$ cat src/rtl/arm_pkg.sv
// Shared definitions for the ARM fetch front end.
//   fetch_state_t : fetch FSM state encoding
//   INSTR_W       : instruction width
//   PC_INC        : sequential PC step
//   PC_R15_OFS    : offset of the R15 read value from the instruction address
//   word_align()  : forces an address onto a 32-bit word boundary
package arm_pkg;

  typedef enum logic [1:0] {
    FETCH = 2'd0,
    HOLD  = 2'd1,
    ERROR = 2'd2
  } fetch_state_t;

  localparam int unsigned    INSTR_W    = 32;
  localparam logic [31:0]    PC_INC     = 32'd4;
  localparam logic [31:0]    PC_R15_OFS = 32'd8;

  function automatic logic [31:0] word_align(input logic [31:0] addr);
    return addr & ~32'd3;
  endfunction

endpackage

$ cat src/rtl/fetch_timer.sv
// Memory-response watchdog for the fetch stage.
// Counts cycles while en=1, returns to zero on clr (clr wins over en).
// expired is high while the count sits at TIMEOUT-1, i.e. during the
// TIMEOUT-th consecutive enabled cycle.
//   clk, reset : clock and synchronous active-high reset
//   clr        : return count to zero
//   en         : advance count by one
//   expired    : count has reached TIMEOUT-1
module fetch_timer #(
  parameter int unsigned TIMEOUT = 16
) (
  input  logic clk,
  input  logic reset,
  input  logic clr,
  input  logic en,
  output logic expired
);

  localparam logic [7:0] LAST = 8'(TIMEOUT - 1);

  logic [7:0] count_q, count_d;

  always_comb begin
    count_d = count_q;
    if (clr) begin
      count_d = '0;
    end else if (en) begin
      count_d = count_q + 8'd1;
    end
  end

  always_ff @(posedge clk) begin
    if (reset) begin
      count_q <= '0;
    end else begin
      count_q <= count_d;
    end
  end

  assign expired = (count_q == LAST);

endmodule

$ cat src/rtl/instr_fetch.sv
// Instruction fetch stage feeding the ARM controller/datapath.
// Owns the PC, issues one word read per instruction to a variable-latency
// memory, and holds the returned instruction (with PC and PC+8) until the
// consumer accepts it. The consumer's PCSrc/branch_target choose the next PC
// on acceptance; flush redirects from any state; a memory that never answers
// parks the stage in a sticky error state.
//
//   state | meaning
//   ------+-------------------------------------------------------------
//   FETCH | request outstanding at pc, waiting for imem_ready
//   HOLD  | instruction held on Instr/PC/PCPlus8, waiting for instr_ready
//   ERROR | memory timed out; leave only via flush or reset
//
// Ports:
//   clk, reset                : clock, synchronous active-high reset
//   imem_req/imem_addr        : memory read request and word address
//   imem_rdata/imem_ready     : memory response data and strobe
//   instr_valid/instr_ready   : handshake with the consumer
//   Instr, PC, PCPlus8        : held instruction, its address, address+8
//   PCSrc, branch_target      : next-PC select, sampled on acceptance
//   flush, flush_pc           : immediate redirect
//   fetch_err                 : sticky memory-timeout flag
module instr_fetch
  import arm_pkg::*;
#(
  parameter logic [31:0] RESET_PC = 32'h0000_0000,
  parameter int unsigned TIMEOUT  = 16
) (
  input  logic               clk,
  input  logic               reset,
  output logic               imem_req,
  output logic [31:0]        imem_addr,
  input  logic [INSTR_W-1:0] imem_rdata,
  input  logic               imem_ready,
  output logic               instr_valid,
  input  logic               instr_ready,
  output logic [INSTR_W-1:0] Instr,
  output logic [31:0]        PC,
  output logic [31:0]        PCPlus8,
  input  logic               PCSrc,
  input  logic [31:0]        branch_target,
  input  logic               flush,
  input  logic [31:0]        flush_pc,
  output logic               fetch_err
);

  fetch_state_t        state_q, state_d;
  logic [31:0]         pc_q, pc_d;
  logic [INSTR_W-1:0]  instr_q, instr_d;
  logic                imem_req_q, imem_req_d;
  logic                instr_valid_q, instr_valid_d;
  logic                fetch_err_q, fetch_err_d;
  logic                timer_clr, timer_en, timer_expired;

  fetch_timer #(.TIMEOUT(TIMEOUT)) u_timer (
    .clk     (clk),
    .reset   (reset),
    .clr     (timer_clr),
    .en      (timer_en),
    .expired (timer_expired)
  );

  always_comb begin
    state_d   = state_q;
    pc_d      = pc_q;
    instr_d   = instr_q;
    timer_clr = 1'b0;
    timer_en  = 1'b0;

    if (flush) begin
      pc_d      = word_align(flush_pc);
      state_d   = FETCH;
      timer_clr = 1'b1;
    end else begin
      unique case (state_q)
        FETCH: begin
          // The cycle right after reset is FETCH with the request not yet
          // on the bus; nothing may be accepted or counted until it is.
          if (imem_req_q) begin
            if (imem_ready) begin
              instr_d   = imem_rdata;
              state_d   = HOLD;
              timer_clr = 1'b1;
            end else if (timer_expired) begin
              state_d   = ERROR;
              timer_clr = 1'b1;
            end else begin
              timer_en  = 1'b1;
            end
          end
        end
        HOLD: begin
          timer_clr = 1'b1;
          if (instr_ready) begin
            pc_d    = PCSrc ? word_align(branch_target) : pc_q + PC_INC;
            state_d = FETCH;
          end
        end
        ERROR: begin
          timer_clr = 1'b1;
        end
        default: begin
          state_d   = FETCH;
          timer_clr = 1'b1;
        end
      endcase
    end

    imem_req_d    = (state_d == FETCH);
    instr_valid_d = (state_d == HOLD);
    fetch_err_d   = (state_d == ERROR);
  end

  always_ff @(posedge clk) begin
    if (reset) begin
      state_q       <= FETCH;
      pc_q          <= word_align(RESET_PC);
      instr_q       <= '0;
      imem_req_q    <= 1'b0;
      instr_valid_q <= 1'b0;
      fetch_err_q   <= 1'b0;
    end else begin
      state_q       <= state_d;
      pc_q          <= pc_d;
      instr_q       <= instr_d;
      imem_req_q    <= imem_req_d;
      instr_valid_q <= instr_valid_d;
      fetch_err_q   <= fetch_err_d;
    end
  end

  assign imem_req    = imem_req_q;
  assign imem_addr   = pc_q;
  assign instr_valid = instr_valid_q;
  assign Instr       = instr_q;
  assign PC          = pc_q;
  assign PCPlus8     = pc_q + PC_R15_OFS;
  assign fetch_err   = fetch_err_q;

endmodule

$ cat config.mk
export PLATFORM = sky130hd
export DESIGN_NAME = instr_fetch
export DESIGN_NICKNAME = d
export VERILOG_FILES = /design/src/rtl/arm_pkg.sv /design/src/rtl/fetch_timer.sv /design/src/rtl/instr_fetch.sv
export SDC_FILE = /design/constraint.sdc
export NUM_CORES = 1
export LEC_CHECK = 0
export BUFFER_PORTS_ARGS = -buffer_cell sky130_fd_sc_hd__buf_2
export CELL_PAD_IN_SITES_DETAIL_PLACEMENT = 1
export CELL_PAD_IN_SITES_GLOBAL_PLACEMENT = 2
export CORE_MARGIN = 8
export CORE_UTILIZATION = 22
export DETAILED_ROUTE_END_ITERATION = 8
export MAX_ROUTING_LAYER = met4
export PLACE_DENSITY = 0.83
export SLEW_MARGIN = 5
export SYNTH_ARGS = -nofsm -noshare
export SYNTH_HDL_FRONTEND = slang
export SYNTH_SLANG_ARGS = --single-unit
$ cat constraint.sdc
create_clock -name clk -period 1.9 [get_ports clk]
set_input_delay 0.095 -clock clk [delete_from_list [all_inputs] [get_ports clk]]
set_output_delay 0.095 -clock clk [all_outputs]
set_load 0.02 [all_outputs]
==> reports/results.ini <==
[drt]
route.detailed.vias_per_inst=4.597
dr.pass1.iters=6
routed-via-count=5185
detail_route.wirelength_mm=21.16
route.antenna.remaining_nets=0
dr.first_iter.drc_count=274
remaining_drc_errors=0
wl_per_cell_um=18.76

[status]
failed_checks=negative setup slack
outcome=finished, violations left

[sta]
timing.final.max_slew_violations=0
fmax_mhz=471.7
finalHoldViolations=0
rsz0062_at_grt=yes
fin_hold_ws_ns=0.01423
timing_worst_slew_pin_value_ns=0.6323
report.final.setup_viol=25
timing.final.ws_setup_ns=-0.2199
finalCriticalPeriod_ns=2.120
fin_crit_sh=1.116
skew_ns=0.01113
worst_slew_margin_rel=0.5746

[clocking]
cts_buffers=9
cts_tree=done
clkSlewWorstSetupHoldPaths_ns=0.06
htree_levels=3
clkLatencyLatePin_ns=0.35
maximum_buffer_depth_of_the_clock_tree=2
clock-root-buffer=sky130_fd_sc_hd__clkbuf_16
clock-sinks=77

[yosys]
synth_seq_cells=77
asyncSetResetFlopFracSynth=0
synth.lib_cells_used.distinct=54
synth_flop_cell=sky130_fd_sc_hd__dfxtp_1
synth.yosys.seq_area_share=0.3389
total_standard_cell_area_after_synthesis_sq_um=4548
postSynthCellCount=569
yosysWarningCount=0
number_of_synthesized_flops_with_an_enable_pin=0
synth.avg_cell_area_sq_um=7.993
mappedNetlistNets=674

[cells_and_area]
area_growth_pct=64.15
post_route_cells_drive_above_1_share=0.4754
finalInstanceArea_sq_um=7466
final_cell_count_no_fill=1128
layout.nets=952

[pwr]
power_density_nw_per_um2=604.9
leakage_uw=0.003522
vdd.ir_drop.worst_v=0.0002682

[place]
io_buffers=228
finalWeightedCongestion=0.8118
detailed_place.area_sq_um=6081
detailed_place_hpwl_mm=15.18
cell_count_after_placement=1041

[setup_path]
timing.critical_path.slowest_stage_cell=sky130_fd_sc_hd__dfxtp_4
max_stage_delay_ns=0.40
critical_path.max_fanout=6
critPathRequiredTime_ns=1.80
worstSetupPathType=reg -> out
cp_data_arrival_time_ns=2.02
critical-path-top-delay-family=simple AND/OR/NAND/NOR gates
worst_setup_path_end_kind=output port
critical_path.n_buffers_inverters=2
cp_cell_sequence=and3_4 > and4_4 > and2_1 > buf_6 > nand3_2 > xnor2_2 > buf_4
critical_path.startpoint_type=flop

[grt]
grt_pass1_vias=5634
grt_pass1_wl_mm=32.19
antenna_violations_before_repair=6
grt_max_degree=69
grt.total_usage=0.1639
overflow=0

[die]
core_area_sq_um=20230
ios=233
initial_utilization=0.2248
fp.dieH_um=159.8
placement_rows=52
die_w_um=159.8
die_area_sq_um=25530

[flow_run]
drv_cap=0

[worst_hold_path]
hold_path_class=in -> reg

-- cells in the final DEF, fill, tap and decap left out, types with 14 or more instances in the layout --
master / count
sky130_fd_sc_hd__nand2_1: 85
sky130_fd_sc_hd__xor2_1: 22
sky130_fd_sc_hd__dfxtp_1: 58
sky130_fd_sc_hd__nor2_1: 49
sky130_fd_sc_hd__buf_4: 80
sky130_fd_sc_hd__dlygate4sd3_1: 44
sky130_fd_sc_hd__nand3_1: 15
sky130_fd_sc_hd__buf_6: 14
sky130_fd_sc_hd__a21oi_1: 37
sky130_fd_sc_hd__buf_2: 208
sky130_fd_sc_hd__xnor2_1: 22
sky130_fd_sc_hd__a22oi_1: 22
-- cell families (layout without fill, tap and decap cells) --
| group | Yosys count | after routing | synth area share |
|---|---|---|---|
| AO/OA/AOI/OAI | 109 | 109 | 0.1645 |
| XOR/XNOR | 59 | 59 | 0.1136 |
| adder cells (fa/ha/maj) | 3 | 3 | 0.008254 |
| buffers and inverters | 87 | 370 | 0.1158 |
| flip-flops | 77 | 77 | 0.3389 |
| multiplexers | 4 | 4 | 0.009078 |
| other | 0 | 6 | 0 |
| AND/OR/NAND/NOR | 230 | 230 | 0.2498 |
-- registers in the layout (all words and copies together), names as in the netlist --
signal	count
Instr	32
PC	32
fetch_err	1
imem_req	1
instr_valid	1
state_q	2
u_timer.count_q	8
-- per-layer routing --
| metal | vias to the layer above | GRT usage | wire (um) |
|---|---|---|---|
| li1 | 2505 | - | - |
| met2 | 155 | 0.2768 | 10640 |
| met5 | - | - | 0 |
| met1 | 2493 | 0.1835 | 8950 |
| met3 | 32 | 0.03805 | 981 |
| met4 | 0 | 0.07009 | 585 |
-- what timing repair did --
action | 4_1_cts | 5_1_grt
setup buffers | 11 | 12
resized for setup | 52 | 59
endpoints found under the setup margin | 41 | 40
hold endpoints to repair | 44 | 0
pin swaps | 20 | 35
hold buffers | 44 | 0
gates cloned | 0 | 0
-- synth_stat cells (all sizes together), types with 2 or more instances --
library cell,count,share of area
inv,5,0.0041
clkbuf,30,0.032
a21o,4,0.0066
a22oi,22,0.036
nor4,11,0.028
and3,6,0.0083
or2,2,0.0028
buf,52,0.080
ha,3,0.0083
nand2,93,0.077
a31oi,3,0.0041
mux2i,3,0.0066
o32ai,2,0.0039
a221o,12,0.026
a222oi,5,0.011
nand2b,2,0.0028
dfxtp,77,0.34
xnor2,36,0.069
nand4,11,0.022
xor2,23,0.044
and2,6,0.0085
a211oi,2,0.0044
nor3,7,0.0077
a21oi,37,0.041
nand3,31,0.034
and4,2,0.0041
o22ai,4,0.0055
a32oi,2,0.0039
o21ai,11,0.012
or4,2,0.0033
nor2,53,0.044
-- tightest hold or removal path, delay by kind of cell --
kind            cells  cell delay [ns]
compound gates      2             0.15
buf+inv             1             0.07
-- power breakdown --
group / switching (uW) / leakage [uW] / internal [uW]
logic: 539 / 0.00273 / 426
registers: 72.2 / 0.000639 / 1670
clock network: 747 / 0.000150 / 1060
total: 1360 / 0.00352 / 3160
-- area by class of cell --
type / count / area [sq um]
fill: 2425 / 12770
multi-input combinational: 405 / 2900
timing repair buffer: 349 / 2300
sequential: 77 / 1593
tap: 270 / 337.8
clock buffer: 11 / 242.7
clock inverter: 5 / 58.81
inverter: 5 / 18.77
antenna: 6 / 15.01
-- path summary, 6_finish.rpt --
| kind | slack, ns | to | start | cells after the start |
|---|---|---|---|---|
| max | -0.22 | PCPlus8[22] | PC[14]$_SDFFE_PP0P_ | 7 |
| min | 0.01 | PC[11]$_SDFFE_PP0P_ | branch_target[11] | 3 |
| max reg2reg | -0.10 | PC[30]$_SDFFE_PP0P_ | PC[3]$_SDFFE_PP0P_ | 7 |
| min reg2reg | 0.45 | Instr[8]$_SDFFE_PP0P_ | Instr[8]$_SDFFE_PP0P_ | 2 |
-- per-stage QoR --
stage                     setup slack (ns)  setup TNS, ns  total power, uW    util
after global routing               -0.2679         -4.702             4727  0.3690
after CTS                          -0.2254         -2.823             4556  0.3513
after floorplan                   -0.06453        -0.3784             2289       -
after global placement            -0.03591       -0.03591             2613  0.3005
after detailed placement          -0.07022        -0.3959             2627  0.3005
final                              -0.2199         -2.338             4516  0.3690
(Power assumes the default switching activity.)
